File: src/rtl/repne_cmps_sequencer_wb_if.sv
// Handshake and data bundle between writeback control and the
// REPNE CMPS sequencer.
interface repne_cmps_sequencer_wb_if #(
    parameter int COUNT_W = 32
);
    logic               start;
    logic [COUNT_W-1:0] init_count;
    logic [COUNT_W-1:0] init_esi;
    logic [COUNT_W-1:0] init_edi;
    logic [1:0]         size;
    logic               df;
    logic               cmp_done;
    logic               zf;
    logic               stall_in;
    logic               busy;
    logic               first_uop;
    logic               second_uop;
    logic [COUNT_W-1:0] count;
    logic [COUNT_W-1:0] esi;
    logic [COUNT_W-1:0] edi;
    logic               ld_gpr;
    logic               terminate;
    logic               ld_eip;

    modport master (
        output start, init_count, init_esi, init_edi,
        output size, df, cmp_done, zf, stall_in,
        input  busy, first_uop, second_uop,
        input  count, esi, edi,
        input  ld_gpr, terminate, ld_eip
    );

    modport slave (
        input  start, init_count, init_esi, init_edi,
        input  size, df, cmp_done, zf, stall_in,
        output busy, first_uop, second_uop,
        output count, esi, edi,
        output ld_gpr, terminate, ld_eip
    );
endinterface

File: src/rtl/repne_cmps_sequencer_wb.sv
// REPNE CMPS repeat sequencer at writeback: issues the two CMPS
// micro-ops per iteration, walks ECX/ESI/EDI and ends on ZF or ECX==0.
module repne_cmps_sequencer_wb #(
    parameter int COUNT_W = 32
) (
    input logic                       CLK,
    input logic                       CLR,
    repne_cmps_sequencer_wb_if.slave  bus
);
    localparam logic [2:0] S_IDLE = 3'd0;
    localparam logic [2:0] S_UOP1 = 3'd1;
    localparam logic [2:0] S_UOP2 = 3'd2;
    localparam logic [2:0] S_WAIT = 3'd3;
    localparam logic [2:0] S_DONE = 3'd4;

    logic [2:0]         state_q, state_d;
    logic [COUNT_W-1:0] count_q, count_d;
    logic [COUNT_W-1:0] esi_q, esi_d;
    logic [COUNT_W-1:0] edi_q, edi_d;
    logic               ld_gpr_q, ld_gpr_d;
    logic [COUNT_W-1:0] step;
    logic [COUNT_W-1:0] count_dec;

    always_comb begin
        unique case (bus.size)
            2'd0:    step = COUNT_W'(1);
            2'd1:    step = COUNT_W'(2);
            default: step = COUNT_W'(4);
        endcase
    end

    assign count_dec = count_q - COUNT_W'(1);

    always_comb begin
        state_d  = state_q;
        count_d  = count_q;
        esi_d    = esi_q;
        edi_d    = edi_q;
        ld_gpr_d = ld_gpr_q;
        // A stall freezes everything, including a pending ld_gpr.
        if (!bus.stall_in) begin
            ld_gpr_d = 1'b0;
            unique case (state_q)
                S_IDLE: begin
                    if (bus.start) begin
                        count_d = bus.init_count;
                        esi_d   = bus.init_esi;
                        edi_d   = bus.init_edi;
                        state_d = (bus.init_count == '0) ? S_DONE : S_UOP1;
                    end
                end
                S_UOP1: state_d = S_UOP2;
                S_UOP2: state_d = S_WAIT;
                S_WAIT: begin
                    if (bus.cmp_done) begin
                        count_d  = count_dec;
                        esi_d    = bus.df ? esi_q - step : esi_q + step;
                        edi_d    = bus.df ? edi_q - step : edi_q + step;
                        ld_gpr_d = 1'b1;
                        state_d  = (bus.zf || count_dec == '0) ? S_DONE
                                                               : S_UOP1;
                    end
                end
                S_DONE:  state_d = S_IDLE;
                default: state_d = S_IDLE;
            endcase
        end
    end

    always_ff @(posedge CLK) begin
        if (CLR) begin
            state_q  <= S_IDLE;
            count_q  <= '0;
            esi_q    <= '0;
            edi_q    <= '0;
            ld_gpr_q <= 1'b0;
        end else begin
            state_q  <= state_d;
            count_q  <= count_d;
            esi_q    <= esi_d;
            edi_q    <= edi_d;
            ld_gpr_q <= ld_gpr_d;
        end
    end

    assign bus.busy       = (state_q != S_IDLE);
    assign bus.first_uop  = (state_q == S_UOP1);
    assign bus.second_uop = (state_q == S_UOP2);
    assign bus.terminate  = (state_q == S_DONE);
    assign bus.ld_eip     = (state_q == S_DONE);
    assign bus.ld_gpr     = ld_gpr_q;
    assign bus.count      = count_q;
    assign bus.esi        = esi_q;
    assign bus.edi        = edi_q;
endmodule

File: src/flat_wrapper.sv
// flat-port wrapper written by rule: the top's interface ports become plain ports
module repne_cmps_sequencer_wb_flat 
#(
    parameter int COUNT_W = 32
)
  (CLK, CLR, bus_start, bus_init_count, bus_init_esi, bus_init_edi, bus_size, bus_df, bus_cmp_done, bus_zf, bus_stall_in, bus_busy, bus_first_uop, bus_second_uop, bus_count, bus_esi, bus_edi, bus_ld_gpr, bus_terminate, bus_ld_eip);
  repne_cmps_sequencer_wb_if #(.COUNT_W(COUNT_W)) bus_i ();
  input logic CLK;
  input logic CLR;
  input wire logic [$bits(bus_i.start)-1:0] bus_start;
  input wire logic [$bits(bus_i.init_count)-1:0] bus_init_count;
  input wire logic [$bits(bus_i.init_esi)-1:0] bus_init_esi;
  input wire logic [$bits(bus_i.init_edi)-1:0] bus_init_edi;
  input wire logic [$bits(bus_i.size)-1:0] bus_size;
  input wire logic [$bits(bus_i.df)-1:0] bus_df;
  input wire logic [$bits(bus_i.cmp_done)-1:0] bus_cmp_done;
  input wire logic [$bits(bus_i.zf)-1:0] bus_zf;
  input wire logic [$bits(bus_i.stall_in)-1:0] bus_stall_in;
  output wire logic [$bits(bus_i.busy)-1:0] bus_busy;
  output wire logic [$bits(bus_i.first_uop)-1:0] bus_first_uop;
  output wire logic [$bits(bus_i.second_uop)-1:0] bus_second_uop;
  output wire logic [$bits(bus_i.count)-1:0] bus_count;
  output wire logic [$bits(bus_i.esi)-1:0] bus_esi;
  output wire logic [$bits(bus_i.edi)-1:0] bus_edi;
  output wire logic [$bits(bus_i.ld_gpr)-1:0] bus_ld_gpr;
  output wire logic [$bits(bus_i.terminate)-1:0] bus_terminate;
  output wire logic [$bits(bus_i.ld_eip)-1:0] bus_ld_eip;
  assign bus_i.start = bus_start;
  assign bus_i.init_count = bus_init_count;
  assign bus_i.init_esi = bus_init_esi;
  assign bus_i.init_edi = bus_init_edi;
  assign bus_i.size = bus_size;
  assign bus_i.df = bus_df;
  assign bus_i.cmp_done = bus_cmp_done;
  assign bus_i.zf = bus_zf;
  assign bus_i.stall_in = bus_stall_in;
  assign bus_busy = bus_i.busy;
  assign bus_first_uop = bus_i.first_uop;
  assign bus_second_uop = bus_i.second_uop;
  assign bus_count = bus_i.count;
  assign bus_esi = bus_i.esi;
  assign bus_edi = bus_i.edi;
  assign bus_ld_gpr = bus_i.ld_gpr;
  assign bus_terminate = bus_i.terminate;
  assign bus_ld_eip = bus_i.ld_eip;
  repne_cmps_sequencer_wb #(.COUNT_W(COUNT_W)) u_core (.CLK(CLK), .CLR(CLR), .bus(bus_i));
endmodule
File: config.mk
export PLATFORM = sky130hd
export DESIGN_NAME = repne_cmps_sequencer_wb_flat
export DESIGN_NICKNAME = d
export VERILOG_FILES = /design/src/rtl/repne_cmps_sequencer_wb_if.sv /design/src/rtl/repne_cmps_sequencer_wb.sv /design/src/flat_wrapper.sv
export SDC_FILE = /design/constraint.sdc
export NUM_CORES = 1
export LEC_CHECK = 0
export ABC_AREA = 1
export CAP_MARGIN = 40
export CORE_ASPECT_RATIO = 0.5
export CORE_MARGIN = 2
export CORE_UTILIZATION = 50
export DETAILED_ROUTE_END_ITERATION = 8
export GPL_TIMING_DRIVEN = 0
export MAX_ROUTING_LAYER = met4
export PLACE_DENSITY = 0.83
export SYNTH_ARGS = -nofsm -noshare
export SYNTH_HDL_FRONTEND = slang
export SYNTH_SLANG_ARGS = --single-unit
File: constraint.sdc
create_clock -name CLK -period 4.4 [get_ports CLK]
set_input_delay 0.88 -clock CLK [delete_from_list [all_inputs] [get_ports CLK]]
set_output_delay 0.88 -clock CLK [all_outputs]
set_load 0.01 [all_outputs]
==> summary.md <==
| Metric | Value |
|---|---|
| Max Cap Viol | 0 |
| GRT Util Overall | 0.375 |
| Clk pwr share | 0.223 |
| Final Setup Violations | 0 |
| Final min period | 4.08 ns |
| Vias in the first global route | 10800 |
| CP Launch Type | primary input |
| PD cells | 323 nW/µm² |
| Routability cong. | 0.977 |
| Switching share of power | 0.433 |
| Internal reg-to-reg setup slack | 1.37 ns |
| Comb pwr share | 0.482 |
| Final Max Tran Viols | 0 |
| Row cnt | 34 |
| Mapped Cells | 1486 |
| Synthesis warning total | 0 |
| Clock buffer count from CTS | 9 |
| WP data arrival | 4.38 ns |
| Yosys reg bits | 100 |
| Clk sink count | 100 |
| Setup bufs post-CTS | 0 |
| CTS tree | done |
| Depth of the worst register-to-register path | 12 |
| Area growth syn-to-layout | 29.1% |
| Antenna cell count | 0 |
| Crit. End Element | register |
| Final period utilization | 0.927 |
| P_int | 2.18 mW |
| Distinct cells, synth | 40 |
| Share of cells above drive strength 1 | 0.0421 |
| Synthesized cell area | 9190 µm² |
| Setup CP Type | in -> reg |
| CTS Buffer Depth | 2 |
| HPWL after DPL | 29.4 mm |
| Synth area leaders | dfxtp_1, nand2_1, a21oi_1, nor2_1, ha_1 |
| Simple-gate share of the synthesized area | 0.322 |
| RSZ-0062 raised after global routing | no |
| Commonest non-fill, non-tap cell in the layout | nand2_1 |
| Worst r2r src | u_core.bus.edi[0] |
| Tot Pwr | 3.83 mW |
| Routed len/inst | 18.7 µm |
| Final WS setup | 0.321 ns |
| RR Endpoint | u_core.bus.edi[18] |
| Die area | 19600 µm² |
| Share of synthesized registers carrying an async set or reset | 0 |
| Crit path to | u_core.bus.edi[18] |
| Synth Area in Compound Gates | 0.254 |
| Critical-path maximum fanout | 4 |
| Routed vias | 11600 |
| Die W | 196 µm |
| First-pass GRT wire length | 55.7 mm |
| Worst VDD drop | 205 µV |
| Chip height | 99.9 µm |
| IO buf count | 205 |
| Core Util, Final | 0.671 |
| Clock transition at path regs | 0.08 ns |
| Clk_lat worst skew | 0.38 ns |
| Critical Path RT | 4.70 ns |
| Initial antenna violation count | 0 |
| CTS root buf | clkbuf_16 |
| DRC Markers | 0 |
| Total gr overflow | 0 |
| Worst Setup SP | bus_size[0] |
| Post-synth top area cell | dfxtp_1 |
| Clock skew | 0.0117 ns |
| Largest family of logic cells by synthesized area | simple AND/OR/NAND/NOR gates |
| Post-DRT Antenna Nets | 0 |
| Mux share of post-synthesis cell area | 0 |
| Routed WL | 36.4 mm |
| Outcome | complete, no violations |
| Most frequent cells in the layout | nand2_1, nor2_1, clkdlybuf4s50_1 |
| Actual slew at the worst max-slew pin | 0.838 ns |
| Drt via density | 5.96 |
| Core ar. | 17700 µm² |
| Top cell type's share of synthesized area | 0.218 |
| Main synth FF type | dfxtp_1 |
| Post-synth EDFFs | 0 |
| Synth Area in XOR/XNOR | 0.0391 |
| Mapped Nets | 1658 |
| Initial Util | 0.520 |
| Final Hold Fails | 0 |
| Syn Area/Cell | 6.19 µm² |
| Filler cells | 1630 |
| Initial DRC count | 1018 |
| Register area share after synthesis | 0.218 |
| Type of the tightest min-delay check | reg -> reg |
| Psw | 1.66 mW |
| Share of power burned in registers | 0.295 |
| Slew HR | 0.441 |
| FMAX | 0.245 GHz |
| Post-Synth Adder-Cell Area | 0.0928 |
| Fin nets | 1876 |
| Largest net degree at the start of global routing | 42 |
| Setup WS pre-CTS | -0.290 ns |
| Drt first pass iters | 5 |
| Leakage power | 4.92 nW |
| IO Pins | 207 |
| H-Tree Depth | 3 |
==> stage by stage <==
| stage | setup TNS, ns | cells | area [µm²] | hold slack [ns] |
|---|---|---|---|---|
| 3_5_place_dp | -2.28 | 1927 | 11600 | 0.482 |
| 3_3_place_gp | -84.23 | 1925 | 11500 | 0.476 |
| 5_1_grt | 0 | 1943 | 11900 | 0.512 |
| 6_report | 0 | 1943 | 11900 | 0.495 |
| 2_1_floorplan | 0 | 1486 | 9190 | 0.475 |
| 4_1_cts | 0 | 1943 | 11900 | 0.493 |
==> final cells by class <==
class | count | area (µm²) | area share
Multi-Input combinational cell | 1217 | 6510 | 0.548
Clock inverter | 7 | 75.1 | 0.00632
Inverter | 116 | 435 | 0.0367
Tap cell | 234 | 293 | 0.0247
Clock buffer | 9 | 225 | 0.0190
Sequential cell | 100 | 2000 | 0.169
Timing Repair Buffer | 207 | 2080 | 0.175
Buffer | 53 | 249 | 0.0210
==> sequential cells by signal, summed over array words and instances, names as in the netlist <==
name,flops
u_core.bus.edi,32
u_core.bus.count,32
u_core.state_q,3
u_core.bus.ld_gpr,1
u_core.bus.esi,32
==> worst min path at each step <==
stage,from,end,slack [ns],cells past startpoint
2_1_floorplan,u_core.state_q[2],u_core.state_q[2],0.47,2
3_3_place_gp,u_core.bus.edi[29],u_core.bus.edi[29],0.48,2
3_5_place_dp,u_core.bus.esi[27],u_core.bus.esi[27],0.48,2
4_1_cts,u_core.bus.edi[30],u_core.bus.edi[30],0.49,2
5_1_grt,u_core.bus.edi[25],u_core.bus.edi[25],0.51,2
6_report,u_core.bus.esi[27],u_core.bus.esi[27],0.49,2
==> cells in the mapped netlist (5+ instances only) <==
library cell and count:
a21boi_0 6, nor4_1 12, inv_1 112, nor3_1 21
nand3_1 79, nor2_1 225, a31oi_1 9, a221oi_2 25
o21ai_0 105, nand4_1 17, a21o_1 11, xor2_1 29
o211ai_1 11, nand2_1 356, buf_6 5, xnor2_1 12
a211oi_1 7, a21oi_1 195, buf_2 7, dfxtp_1 100
o21bai_1 6, ha_1 65, clkbuf_1 38
==> logic make-up after synthesis <==
kind of cell               count (synthesis)
and+or+nand+nor                          722
adders and majority gates                 67
AOI/OAI and AO/OA                        387
DFF                                      100
buffers and inverters                    169
xor gates and xnor gates                  41
==> routing by layer <==
metal,GRT usage,part of all wire,up-vias
met5,-,0,-
met4,0.131,0.027,0
met3,0.0578,0.088,82
met2,0.619,0.46,595
met1,0.473,0.43,5407
li1,-,-,5489
==> critical path: stages <==
cell	delay, ns
clkdlybuf4s50_1	0.43
nor2_1	0.27
inv_1	0.09
ha_1	0.29
o21ai_2	0.11
fa_1	0.44
a21oi_1	0.14
o21ai_1	0.14
a21boi_0	0.54
o21ai_1	0.27
a21oi_1	0.36
xnor2_1	0.15
o21ai_0	0.09
a21oi_1	0.17
==> timing repair <==
action / CTS / global route
gates resized for setup: 0 / 2
endpoints found under the setup margin: 0 / 13
hold buffers: 0 / 0
==> power groups by stage <==
stage | combinational [mW] | sequential (mW) | clock (mW)
final | 1.85 | 1.13 | 0.854
after global routing | 2.01 | 1.14 | 0.889
after floorplan | 1.09 | 1.16 | 0
after global placement | 1.76 | 1.14 | 0
after CTS | 1.81 | 1.12 | 0.853
after detailed placement | 1.80 | 1.14 | 0
(Power assumes the default switching activity.)
